File: config.mk
export PLATFORM = sky130hd
export DESIGN_NAME = mag_stim_gen
export DESIGN_NICKNAME = d
export VERILOG_FILES = /design/src/rtl/stim_pkg.sv /design/src/rtl/readback_checker.sv /design/src/rtl/mag_stim_gen.sv
export SDC_FILE = /design/constraint.sdc
export NUM_CORES = 1
export LEC_CHECK = 0
export ABC_CLOCK_PERIOD_IN_PS = 7170
export CORE_MARGIN = 2
export CORE_UTILIZATION = 46
export CTS_BUF_LIST = sky130_fd_sc_hd__clkbuf_8
export CTS_CLUSTER_SIZE = 10
export DETAILED_ROUTE_END_ITERATION = 12
export HOLD_SLACK_MARGIN = 0.06
export PLACE_DENSITY = 0.75
export RECOVER_POWER = 25
export SYNTH_ARGS = -nofsm -noshare
export SYNTH_HDL_FRONTEND = slang
export SYNTH_SLANG_ARGS = --single-unit
File: constraint.sdc
create_clock -name CLK -period 7.17 [get_ports CLK]
set_input_delay 1.434 -clock CLK [delete_from_list [all_inputs] [get_ports CLK]]
set_output_delay 1.434 -clock CLK [all_outputs]
set_load 0.01 [all_outputs]
File: src/rtl/stim_pkg.sv
// Shared types, constants and width helpers for the magnetometer stimulus generator.
package stim_pkg;

   typedef enum logic [1:0] {
      MODE_FIXED = 2'd0,
      MODE_RAMP  = 2'd1,
      MODE_LFSR  = 2'd2,
      MODE_HOLD  = 2'd3
   } mode_e;

   typedef enum logic {
      ST_IDLE = 1'b0,
      ST_RUN  = 1'b1
   } state_e;

   localparam logic [15:0] SYNC_WORD_DEF = 16'hAAA2;
   localparam logic [7:0]  FRAME_ID_DEF  = 8'h4D;
   localparam logic [15:0] FIXED_BASE    = 16'hAAAA;
   localparam logic [15:0] LFSR_SEED     = 16'hACE1;
   // Fibonacci taps for x^16+x^14+x^13+x^11+1 in right-shift form (bits 0,2,3,5)
   localparam logic [15:0] LFSR_TAPS     = 16'h002D;
   localparam logic [15:0] ERR_SAT       = 16'hFFFF;

   function automatic int unsigned frame_w(input int unsigned ch, input int unsigned sw,
                                           input int unsigned tsw);
      return 32 + ch * sw + tsw;
   endfunction

   function automatic int unsigned frame_bytes(input int unsigned ch, input int unsigned sw,
                                               input int unsigned tsw);
      return frame_w(ch, sw, tsw) / 8;
   endfunction

   function automatic logic [15:0] lfsr_step(input logic [15:0] s);
      return {^(s & LFSR_TAPS), s[15:1]};
   endfunction

   function automatic logic [15:0] rotl16(input logic [15:0] s, input int unsigned n);
      logic [31:0] w;
      w = {s, s} << (n % 16);
      return w[31:16];
   endfunction

endpackage

File: src/rtl/readback_checker.sv
// Compares SRAM readback bytes against the current frame, MSB byte first,
// tracking the expected byte index and a saturating mismatch count.
module readback_checker
   import stim_pkg::*;
#(
   parameter int unsigned FRAME_W = 104,
   parameter int unsigned PTR_W   = 4
) (
   input  logic               i_clk,
   input  logic               i_rst,
   input  logic [FRAME_W-1:0] i_frame,
   input  logic               i_frame_load,
   input  logic [7:0]         i_d_read,
   input  logic               i_d_valid,
   input  logic               i_err_clr,
   output logic [PTR_W-1:0]   o_byte_ptr,
   output logic [15:0]        o_err_count
);

   localparam int unsigned FRAME_BYTES = FRAME_W / 8;
   localparam logic [PTR_W-1:0] LAST_PTR = PTR_W'(FRAME_BYTES - 1);

   logic [PTR_W-1:0] r_ptr;
   logic [15:0]      r_err;
   logic [7:0]       w_sel;
   logic             w_mismatch;

   always_comb begin
      w_sel = '0;
      for (int unsigned i = 0; i < FRAME_BYTES; i++) begin
         if (r_ptr == PTR_W'(i)) w_sel = i_frame[FRAME_W-1-8*i -: 8];
      end
   end

   assign w_mismatch = i_d_valid && (w_sel != i_d_read);

   // A frame load restarts the pointer; the compare in that cycle still sees the old frame.
   always_ff @(posedge i_clk or posedge i_rst) begin
      if (i_rst) begin
         r_ptr <= '0;
      end else if (i_frame_load) begin
         r_ptr <= '0;
      end else if (i_d_valid) begin
         r_ptr <= (r_ptr == LAST_PTR) ? '0 : r_ptr + 1'b1;
      end
   end

   always_ff @(posedge i_clk or posedge i_rst) begin
      if (i_rst) begin
         r_err <= '0;
      end else if (i_err_clr) begin
         r_err <= '0;
      end else if (w_mismatch && (r_err != ERR_SAT)) begin
         r_err <= r_err + 1'b1;
      end
   end

   assign o_byte_ptr  = r_ptr;
   assign o_err_count = r_err;

endmodule

File: src/rtl/mag_stim_gen.sv
// Magnetometer/Geiger stimulus generator: framed multi-channel records, byte-request
// pacing, emulated Geiger square wave and SRAM readback checking.
module mag_stim_gen
   import stim_pkg::*;
#(
   parameter int unsigned MAG_CHANNELS = 3,
   parameter int unsigned SAMPLE_W     = 16,
   parameter int unsigned TS_W         = 24,
   parameter int unsigned FRAME_PERIOD = 10,
   parameter int unsigned BYTE_PERIOD  = 32,
   parameter int unsigned GEIG_DIV     = 1,
   parameter logic [15:0] SYNC_WORD    = SYNC_WORD_DEF,
   parameter logic [7:0]  FRAME_ID     = FRAME_ID_DEF
) (
   input  logic                                                     CLK,
   input  logic                                                     RESET,
   input  logic                                                     ENABLE,
   input  logic [1:0]                                               MODE,
   input  logic [TS_W-1:0]                                          TIMESTAMP,
   input  logic [7:0]                                               D_READ,
   input  logic                                                     D_VALID,
   input  logic                                                     ERR_CLR,
   output logic [frame_w(MAG_CHANNELS, SAMPLE_W, TS_W)-1:0]         MAG_DATA,
   output logic                                                     MAG_VALID,
   output logic                                                     GEIG_COUNTS,
   output logic                                                     NEXT_BYTE,
   output logic [15:0]                                              ERR_COUNT,
   output logic [$clog2(frame_bytes(MAG_CHANNELS, SAMPLE_W, TS_W))-1:0] BYTE_PTR
);

   localparam int unsigned FRAME_W = frame_w(MAG_CHANNELS, SAMPLE_W, TS_W);
   localparam int unsigned PTR_W   = $clog2(frame_bytes(MAG_CHANNELS, SAMPLE_W, TS_W));
   localparam int unsigned FCNT_W  = $clog2(FRAME_PERIOD);
   localparam int unsigned BCNT_W  = $clog2(BYTE_PERIOD);
   localparam int unsigned GCNT_W  = (GEIG_DIV > 1) ? $clog2(GEIG_DIV) : 1;
   localparam int unsigned CH_W    = MAG_CHANNELS * SAMPLE_W;

   state_e r_state, w_state_nxt;
   logic   w_active;

   logic [FCNT_W-1:0]   r_fcnt;
   logic [BCNT_W-1:0]   r_bcnt;
   logic [GCNT_W-1:0]   r_gcnt;
   logic                w_frame_tc, w_byte_tc, w_geig_tc, w_load;

   logic [7:0]          r_seq;
   logic [SAMPLE_W-1:0] r_base;
   logic [15:0]         r_lfsr;
   logic [SAMPLE_W-1:0] r_samp     [MAG_CHANNELS];
   logic [SAMPLE_W-1:0] w_samp_nxt [MAG_CHANNELS];
   logic [15:0]         w_fixed    [MAG_CHANNELS];
   logic [15:0]         w_rot      [MAG_CHANNELS];
   logic [CH_W-1:0]     w_chans;
   logic [FRAME_W-1:0]  w_frame_nxt;

   logic [FRAME_W-1:0]  r_mag_data;
   logic                r_mag_valid, r_next_byte, r_geig;

   always_ff @(posedge CLK or posedge RESET) begin
      if (RESET) r_state <= ST_IDLE;
      else       r_state <= w_state_nxt;
   end

   // The entry edge itself is not a RUN clock, so counters start from 0 on the first RUN edge.
   always_comb begin
      w_state_nxt = r_state;
      w_active    = 1'b0;
      case (r_state)
         ST_IDLE: if (ENABLE) w_state_nxt = ST_RUN;
         ST_RUN: begin
            if (!ENABLE) w_state_nxt = ST_IDLE;
            else         w_active    = 1'b1;
         end
         default: w_state_nxt = ST_IDLE;
      endcase
   end

   assign w_frame_tc = (r_fcnt == FCNT_W'(FRAME_PERIOD - 1));
   assign w_byte_tc  = (r_bcnt == BCNT_W'(BYTE_PERIOD - 1));
   assign w_geig_tc  = (r_gcnt == GCNT_W'(GEIG_DIV - 1));
   assign w_load     = w_active && w_frame_tc;

   always_ff @(posedge CLK or posedge RESET) begin
      if (RESET) begin
         r_fcnt <= '0;
         r_bcnt <= '0;
         r_gcnt <= '0;
      end else if (!w_active) begin
         r_fcnt <= '0;
         r_bcnt <= '0;
         r_gcnt <= '0;
      end else begin
         r_fcnt <= w_frame_tc ? '0 : r_fcnt + 1'b1;
         r_bcnt <= w_byte_tc  ? '0 : r_bcnt + 1'b1;
         r_gcnt <= w_geig_tc  ? '0 : r_gcnt + 1'b1;
      end
   end

   always_comb begin
      for (int unsigned c = 0; c < MAG_CHANNELS; c++) begin
         w_fixed[c]    = FIXED_BASE ^ 16'(c);
         w_rot[c]      = rotl16(r_lfsr, c);
         w_samp_nxt[c] = r_samp[c];
         case (mode_e'(MODE))
            MODE_FIXED: w_samp_nxt[c] = w_fixed[c][SAMPLE_W-1:0];
            MODE_RAMP:  w_samp_nxt[c] = r_base + SAMPLE_W'(c);
            MODE_LFSR:  w_samp_nxt[c] = w_rot[c][SAMPLE_W-1:0];
            default:    w_samp_nxt[c] = r_samp[c];
         endcase
      end
   end

   always_comb begin
      w_chans = '0;
      for (int unsigned c = 0; c < MAG_CHANNELS; c++) begin
         w_chans[c*SAMPLE_W +: SAMPLE_W] = w_samp_nxt[c];
      end
   end

   assign w_frame_nxt = {SYNC_WORD, r_seq, w_chans, TIMESTAMP, FRAME_ID};

   always_ff @(posedge CLK or posedge RESET) begin
      if (RESET) begin
         r_mag_data <= '0;
         r_seq      <= '0;
         r_base     <= '0;
         r_lfsr     <= LFSR_SEED;
         r_samp     <= '{default: '0};
      end else if (w_load) begin
         r_mag_data <= w_frame_nxt;
         r_seq      <= r_seq + 1'b1;
         r_samp     <= w_samp_nxt;
         if (mode_e'(MODE) == MODE_RAMP) r_base <= r_base + 1'b1;
         if (mode_e'(MODE) == MODE_LFSR) r_lfsr <= lfsr_step(r_lfsr);
      end
   end

   always_ff @(posedge CLK or posedge RESET) begin
      if (RESET) begin
         r_mag_valid <= 1'b0;
         r_next_byte <= 1'b0;
         r_geig      <= 1'b0;
      end else begin
         r_mag_valid <= w_load;
         r_next_byte <= w_active && w_byte_tc;
         if (w_active && w_geig_tc) r_geig <= ~r_geig;
      end
   end

   readback_checker #(
      .FRAME_W (FRAME_W),
      .PTR_W   (PTR_W)
   ) u_checker (
      .i_clk        (CLK),
      .i_rst        (RESET),
      .i_frame      (r_mag_data),
      .i_frame_load (w_load),
      .i_d_read     (D_READ),
      .i_d_valid    (D_VALID),
      .i_err_clr    (ERR_CLR),
      .o_byte_ptr   (BYTE_PTR),
      .o_err_count  (ERR_COUNT)
   );

   assign MAG_DATA    = r_mag_data;
   assign MAG_VALID   = r_mag_valid;
   assign NEXT_BYTE   = r_next_byte;
   assign GEIG_COUNTS = r_geig;

endmodule

# Word level (Yosys, flattened, before mapping)

Index checks and enable logic that the tools add are counted.
Widths: inputs -> output; s select.

Flip-flop bits (word level): 207
Latch bits: 0
Memory bits (writable): 0
ROM bits: 0
Bits of input ports: 39
Output and inout port bits: 127
Word-level logic and storage cells: 85
Memories kept: 0

Add/subtract/negate cells: 8
Multipliers: 0
Divide/modulo/power cells: 0
Order comparisons: 0
Equality and inequality tests: 18
Shifts and indexed selects: 0
Muxes and demuxes: 29
Bitwise operators: 2
Reductions and logical operators: 12

Operators by type and width:

| operator              | number |
|---|---|
| $pmux 16 s3           | 3 |
| $mux 8                | 13 |
| $add 16x1->16 const B | 2 |
| $mux 16               | 2 |
| $eq 4x4->1 const B    | 6 |
| $mux 4                | 5 |
| $add 16x2->16 const B | 1 |
| $eq 4x3->1 const B    | 4 |
| $ne 16x16->1 const B  | 1 |
| $reduce_xor 16->1     | 1 |
| $mux 5                | 2 |
| $add 4x1->4 const B   | 2 |
| $add 8x1->8 const B   | 1 |
| $eq 4x2->1 const B    | 2 |
| $ne 8x8->1            | 1 |
| $add 5x1->5 const B   | 1 |
| $eq 5x5->1 const B    | 1 |
| $logic_and 1x1->1     | 5 |
| $eq 4x1->1 const B    | 1 |
| $logic_not 4->1       | 1 |
| $mux 1                | 4 |
| $reduce_and 2->1      | 2 |
| $reduce_bool 2->1     | 2 |
| $eq 2x1->1 const B    | 1 |
| 4 further kinds       | 5 |

# Longest topological paths before layout

Gate-level depths: netlist of run 1.

Depth in word-level cells: 19
Gate-level depth with buffers: 14
Depth with buffers taken out: 11

# Hierarchy

Synthesis of run 1 repeated with hierarchy kept, for this count alone.

Cell total of the unflattened synthesis: 1016
Area total of the unflattened synthesis: 9106.2 µm²

By module, submodules not included:

| module           | instances | cells each | area an instance (µm²) | sequential area each (µm²) |
|---|---|---|---|---|
| mag_stim_gen     | 1         | 663        | 6452.4                 | 3363.2 |
| readback_checker | 1         | 353        | 2653.8                 | 500.5 |

# Least setup slack after synthesis of run 1

OpenSTA, ideal clock, no wires.

Kind: input port to flip-flop
Start point: input ENABLE
End point: register r_samp[17] (netlist bit)
Setup time: 0.137 ns
Arrival: 3.029 ns
Path slack: 4.004 ns
Stages: 8
Path buffers: 4
Cell sequence: nand2_1 or2_2 clkbuf_1 inv_1 clkbuf_1 buf_1 buf_1 a21oi_1

Word-level cells in the longest chain between the ends: 3

RTL lines:

| element              | RTL line            | text |
|---|---|---|
| start, declared      | mag_stim_gen.sv:17  | `input logic ENABLE,` |
| $mux 1               | mag_stim_gen.sv:71  | `if (!ENABLE) w_state_nxt = ST_IDLE;` |
| $mux 1               | mag_stim_gen.sv:68  | `case (r_state)` |
| $logic_and 1x1->1    | mag_stim_gen.sv:81  | `assign w_load = w_active && w_frame_tc;` |
| end signal, assigned | mag_stim_gen.sv:132 | `r_samp <= w_samp_nxt;` |
| end, declared        | mag_stim_gen.sv:49  | `logic [SAMPLE_W-1:0] r_samp [MAG_CHANNELS];` |

Every way passes these cells.
A chain may end at the register's enable or synchronous reset.

# Worst setup path in the final report of run 1

Start point: register u_checker.r_ptr[0], in the netlist u_checker.o_byte_ptr[0]
End point: register u_checker.r_err[12], in the netlist u_checker.o_err_count[12]

Word-level cells in the longest chain between the ends: 18
Elaborated cells between the ends (all ways): 30
Those cells by class: eq/ne: 13; mux: 13; reduce/logical: 4

RTL lines:

| element                                | RTL line               | text |
|---|---|---|
| start, declared                        | readback_checker.sv:23 | `logic [PTR_W-1:0] r_ptr;` |
| start signal, assigned                 | readback_checker.sv:44 | `r_ptr <= (r_ptr == LAST_PTR) ? '0 : r_ptr + 1'b1;` |
| $logic_not 4->1                        | readback_checker.sv:31 | `if (r_ptr == PTR_W'(i)) w_sel = i_frame[FRAME_W-1-8*i -: 8];` |
| $mux 8 (12 in a row)                   | readback_checker.sv:31 |  |
| $mux 8 (*)                             | readback_checker.sv:31 |  |
| $ne 8x8->1 (*)                         | readback_checker.sv:35 | `assign w_mismatch = i_d_valid && (w_sel != i_d_read);` |
| $logic_and 1x1->1 (*)                  | readback_checker.sv:35 |  |
| $logic_and 1x1->1 (*)                  | readback_checker.sv:53 | `end else if (w_mismatch && (r_err != ERR_SAT)) begin` |
| $reduce_bool 2->1 (no source line) (*) | -                      |  |
| end signal, assigned                   | readback_checker.sv:54 | `r_err <= r_err + 1'b1;` |
| end, declared                          | readback_checker.sv:24 | `logic [15:0] r_err;` |

Every way passes the cells marked *; elsewhere a longest branch is shown, timed or not.

==> impl_metrics.toml, run 1 <==
[worst_setup_path]
r2r-end = "u_checker.o_err_count[12]"
startpoint = "u_checker.o_byte_ptr[0]"
crit_chain = "inv_1, ha_1, buf_4, nor2b_2, a221oi_1, o311a_1, o221ai_1, xnor2_1, nand2_1, o31a_2, nand4_1, mux2_1"
worstReg2RegStart = "u_checker.o_byte_ptr[0]"
crit_required_ns = 7.53
critPathCaptureType = "flop"
worstSetupPathType = "reg -> reg"
worstPathArrival_ns = 4.40
reg2reg_slack_ns = 3.12
r2r_cells = 12
max_stage_delay_ns = 0.71
slowest_stage = "ha_1"
crit_path_start_kind = "flop"
crit_fanout = 24
worstSetupEndpoint = "u_checker.o_err_count[12]"

[drt]
via_per_inst = 5.86
wl_um = 25400
drc_errors = 15
wl_per_cell_um = 19.4
first_pass_iters = 10
drt-initial-drc-count = 977
ant_nets = 0
vias = 7699

[global_route]
grt_usage_pct = 26.3
grt_max_degree = 106
grt_first_pass_wirelength_um = 40400
overflow = 0
antenna_found_initial = 0
grt_pass1_vias = 7145

[cells_and_area]
utilization_pct = 57.1
antennaDiodeCount = 0
nFillCells = 1625
area_growth_pct = 21.1
final_nets = 1123
layoutNonFillerInstCount = 1314
drive_gt1_share_pct = 5.62

[timing]
finalHoldViolCount = 0
fmax_ghz = 0.247
drv_slew = 0
fin_worst_skew_ns = 0.0140
maxSlewHeadroom_pct = 29.2
finalWorstSetupSlack_ns = 3.12
rsz0062_at_grt = "false"
fin_crit_ns = 4.05
fin_tns_setup_ns = 0
final-setup-viol-count = 0
worstMarginPinSlew_ns = 1.06
fin_crit_sh_pct = 56.4

[synth]
seq_area_frac_synth_pct = 45.3
netlist.area_leader.share_pct = 42.8
synth_edf_count = 0
ys.flop_type = "dfrtp_1"
synth_seq_cells = 154
avgSynthCellArea_um2 = 8.73
synth.most_common_cell = "nand2_1"
ys_types = 73
synthCells = 977
yosysWarnings = 0
ys_top_cells_by_count = "nand2_1, dfrtp_1, a21oi_1"
synth_area_leaders = "dfrtp_1, nand2_1, xnor2_1"
syn_area_mm2 = 0.00853
yosysTopAreaCell = "dfrtp_1"
async_reset_ff_share_pct = 100

[placed_design]
placedCellCount = 1282
hpwl_um = 18100
place_ws_ns = 3.08
routabilityCongestion = 0.906
portBuffers = 152

[die]
fp-row-count = 49
die_w_um = 140
io-pin-count = 166
core_mm2 = 0.0181
die_y_um = 140
start_util_pct = 47.2
dieArea_mm2 = 0.0197

[clocking]
cts_max_level = 4
cts_buffer_depth = 2
clock-sinks = 154
cts_buffers = 17
cts_hold_buf = 0
clock_latency_ns = 0.47
post_cts_buffers = 0
cts_tree = "yes"
root_buffer = "clkbuf_8"
clk_pin_slew_ns = 0.09
cts_resized = 0

[pwr]
power_density_mw_per_mm2 = 211
p_total_uw = 2180
peakVddDrop_mv = 0.141
leakagePower_uw = 0.00456

[job]
maxCapViolCount = 0

[hold_path]
hold_path.class = "reg -> reg"

[run_status]
violations = "DRC"
outcome = "finished with violations"
layout make-up:
type	instances	area, um^2	area share (%)
multi-input combinational	711	4100	39.7
clock inverter	15	153	1.48
sequential	154	3860	37.4
tap	229	287	2.77
timing repair buffer	161	1590	15.4
clock buffer	17	234	2.26
inverter	27	106	1.03
report_power, final:
part / internal (uW) / switching, uW
logic: 235 / 353
clock network: 309 / 351
registers: 882 / 46.3
worst max-delay path: cells and delay by family, from the launching register on:
kind	cells	cell delay, ns
compound gates	4	1.24
fa+ha+maj	1	0.71
simple gates	3	0.54
buf+inv	2	0.48
flops	1	0.46
mux	1	0.32
xor+xnor	1	0.16
cells by family (layout without fill, tap and decap cells):
family | after synthesis | after routing | share of synthesized area, %
simple gates | 379 | 379 | 20.2
compound gates | 233 | 233 | 17.7
flops | 154 | 154 | 45.3
buf+inv | 124 | 220 | 7.17
xor+xnor | 62 | 62 | 6.37
fa+ha+maj | 12 | 12 | 1.76
mux | 12 | 12 | 1.50
other cells | 1 | 13 | 0.0440
worst min path at each step:
stage	to	startpoint	cells after the start	slack [ns]
after floorplan	r_bcnt[0]	r_bcnt[0]	1	0.44
after global placement	r_bcnt[0]	r_bcnt[0]	1	0.47
after detailed placement	r_seq[7]	r_seq[7]	1	0.47
after CTS	r_seq[7]	r_seq[7]	1	0.48
after global routing	r_bcnt[0]	r_bcnt[0]	1	0.49
final	r_seq[7]	r_seq[7]	1	0.48
through the flow:
step	hold slack, ns	cell area (um^2)
2_1_floorplan	0.444	8580
3_3_place_gp	0.465	9950
3_5_place_dp	0.469	9950
4_1_cts	0.483	10300
5_1_grt	0.493	10300
6_report	0.481	10300
flip-flops by register name, summed over array words and instances (netlist names):
name	cells
GEIG_COUNTS	1
MAG_DATA	36
MAG_VALID	1
NEXT_BYTE	1
r_base	16
r_bcnt	5
r_fcnt	4
r_lfsr	16
r_samp	45
r_seq	8
r_state	1
u_checker.o_byte_ptr	4
u_checker.o_err_count	16
layer usage:
layer  share of wire [%]  wire length, um  GRT usage (%)  vias up
li1                    -                -              -     3536
met1                  41            10500           37.2     3700
met2                  46            11700           39.9      407
met3                 9.2             2330           5.16       56
met4                 3.5              900           10.5        0
met5                   0                0              0        -
cells in the final DEF, fill, tap and decap left out, drive strengths merged, types with 13 or more instances in the layout:
master	Yosys	final
xor2	19	19
nand3	19	19
nand2b	20	20
o22ai	28	28
clkdlybuf4s50	0	150
clkbuf	51	17
dfrtp	146	146
a21oi	56	56
nor2	53	53
inv	26	31
nand4	14	14
a22oi	27	27
conb	1	13
nor2b	13	13
nand2	210	210
o21ai	54	54
xnor2	43	43
Note: power is estimated with default switching activity, not from simulation.
==> inputs of run 2 (changes only) <==
--- a/config.mk
+++ b/config.mk
@@ -5,14 +5,14 @@
 export SDC_FILE = /design/constraint.sdc
 export NUM_CORES = 1
 export LEC_CHECK = 0
-export ABC_CLOCK_PERIOD_IN_PS = 7170
+export ABC_CLOCK_PERIOD_IN_PS = 3720
 export CORE_MARGIN = 2
 export CORE_UTILIZATION = 46
 export CTS_BUF_LIST = sky130_fd_sc_hd__clkbuf_8
 export CTS_CLUSTER_SIZE = 10
 export DETAILED_ROUTE_END_ITERATION = 12
 export HOLD_SLACK_MARGIN = 0.06
-export PLACE_DENSITY = 0.75
+export PLACE_DENSITY = 0.78
 export RECOVER_POWER = 25
 export SYNTH_ARGS = -nofsm -noshare
 export SYNTH_HDL_FRONTEND = slang
==> constraint.sdc (replaced) <==
create_clock -name CLK -period 3.72 [get_ports CLK]
set_input_delay 0.744 -clock CLK [delete_from_list [all_inputs] [get_ports CLK]]
set_output_delay 0.744 -clock CLK [all_outputs]
set_load 0.01 [all_outputs]
==> run 2 against run 1 <==
Net effect: total power rose by 100%; largest cell class unchanged; die area did not move; the run still ends with DRC left; flip-flop and latch count did not move.
==> impl_metrics.toml, run 2 (synthesized netlist as in run 1, its figures left out) <==
[global_route]
grt_max_degree = 104
antenna_found_initial = 0
grt_usage_pct = 27.1
overflow = 0
grt_pass1_vias = 7293
grt_first_pass_wirelength_um = 41300

[die]
io-pin-count = 166
fp-row-count = 49
die_w_um = 140
dieArea_mm2 = 0.0197
core_mm2 = 0.0181
start_util_pct = 47.2
die_y_um = 140

[worst_setup_path]
critPathCaptureType = "flop"
worstSetupPathType = "reg -> reg"
crit_required_ns = 4.09
crit_chain = "inv_1, ha_1, buf_4, inv_1, a31oi_1, o211a_1, o32ai_1, xnor2_1, nand4_1, o31a_2, nand4_1, mux2_1"
slowest_stage = "o31a_2"
reg2reg_slack_ns = 0.28
crit_path_start_kind = "flop"
worstPathArrival_ns = 3.81
max_stage_delay_ns = 0.54
crit_fanout = 16

[timing]
fin_crit_sh_pct = 92.4
finalHoldViolCount = 0
rsz0062_at_grt = "false"
fin_crit_ns = 3.44
fin_hold_ws_ns = 0.475
finalWorstSetupSlack_ns = 0.284
worstMarginPinSlew_ns = 1.37
fin_worst_skew_ns = 0.0139
fin_tns_setup_ns = 0
drv_slew = 0
maxSlewHeadroom_pct = 8.83
final-setup-viol-count = 0
fmax_ghz = 0.291

[cells_and_area]
register_area_mm2 = 0.00386
multi_input_area_mm2 = 0.00410
nFillCells = 1619
final_nets = 1146
utilization_pct = 58.2
final_cell_mix = "nand2_1, clkdlybuf4s50_1, dfrtp_1, a21oi_1, nor2_1"
largest_reg_flops = 45
layout_commonest_cell = "nand2_1"
antennaDiodeCount = 0
regMostFlops = "r_samp"
drive_gt1_share_pct = 7.58
area_growth_pct = 23.5

[drt]
first_pass_iters = 12
drt-initial-drc-count = 979
ant_nets = 0
wl_per_cell_um = 19.7
via_per_inst = 5.89
wl_um = 26300
vias = 7870
drc_errors = 14

[job]
maxCapViolCount = 0

[clocking]
clk_pin_slew_ns = 0.09
cts_hold_buf = 0
clock-sinks = 154
cts_resized = 0
cts_tree = "yes"
post_cts_buffers = 0
cts_max_level = 4
cts_buffers = 17
clock_latency_ns = 0.49
cts_buffer_depth = 2
root_buffer = "clkbuf_8"

[pwr]
peakVddDrop_mv = 0.258
power_density_mw_per_mm2 = 416
p_total_uw = 4380
leakagePower_uw = 0.00467

[placed_design]
hpwl_um = 19300
portBuffers = 152
place_ws_ns = 0.376
routabilityCongestion = 0.990

[run_status]
violations = "DRC"
outcome = "finished with violations"

[hold_path]
hold_path.class = "reg -> reg"
[run 2: path summary, 6_finish.rpt]
kind / to / depth (start not counted) / start
min: r_bcnt[0] / 1 / r_bcnt[0]
min in group asynchronous: u_checker.o_err_count[4] / 2 / RESET
max: u_checker.o_err_count[12] / 12 / u_checker.o_byte_ptr[0]
max in group asynchronous: r_samp[44] / 3 / RESET
max reg2reg: u_checker.o_err_count[12] / 12 / u_checker.o_byte_ptr[0]
min reg2reg: r_bcnt[0] / 1 / r_bcnt[0]
[run 2: metrics by stage]
step | area [um^2] | std cells
after floorplan | 8580 | 989
after global placement | 10100 | 1305
after detailed placement | 10100 | 1305
after CTS | 10600 | 1337
after global routing | 10500 | 1337
final | 10500 | 1337
[run 2: routing by layer]
| metal | part of all wire [%] | vias to the layer above | track usage [%] |
|---|---|---|---|
| li1 | - | 3587 | - |
| met1 | 41 | 3813 | 37.8 |
| met2 | 46 | 412 | 41.5 |
| met3 | 9.1 | 58 | 6.02 |
| met4 | 3.2 | 0 | 10.3 |
| met5 | 0 | - | 0 |
[run 2: critical path: cells and delay by family (launching register included)]
family,cells,cell delay (ns)
AOI/OAI and AO/OA,4,1.23
DFF,1,0.48
muxes,1,0.32
adders and majority gates,1,0.25
buffers and inverters,3,0.53
and+or+nand+nor,2,0.34
xor gates and xnor gates,1,0.16
[run 2: area by class of cell]
cell class                      instances  share of cell area [%]
Multi-Input combinational cell        711                    38.9
Sequential cell                       154                    36.7
Timing Repair Buffer                  184                    16.8
Tap cell                              229                    2.72
Clock buffer                           17                    2.22
Clock inverter                         15                    1.70
Inverter                               27                   0.974
[run 2: report_power, final]
group | switching [uW] | internal (uW)
Clock | 725 | 621
Sequential | 61.4 | 1700
Combinational | 750 | 519
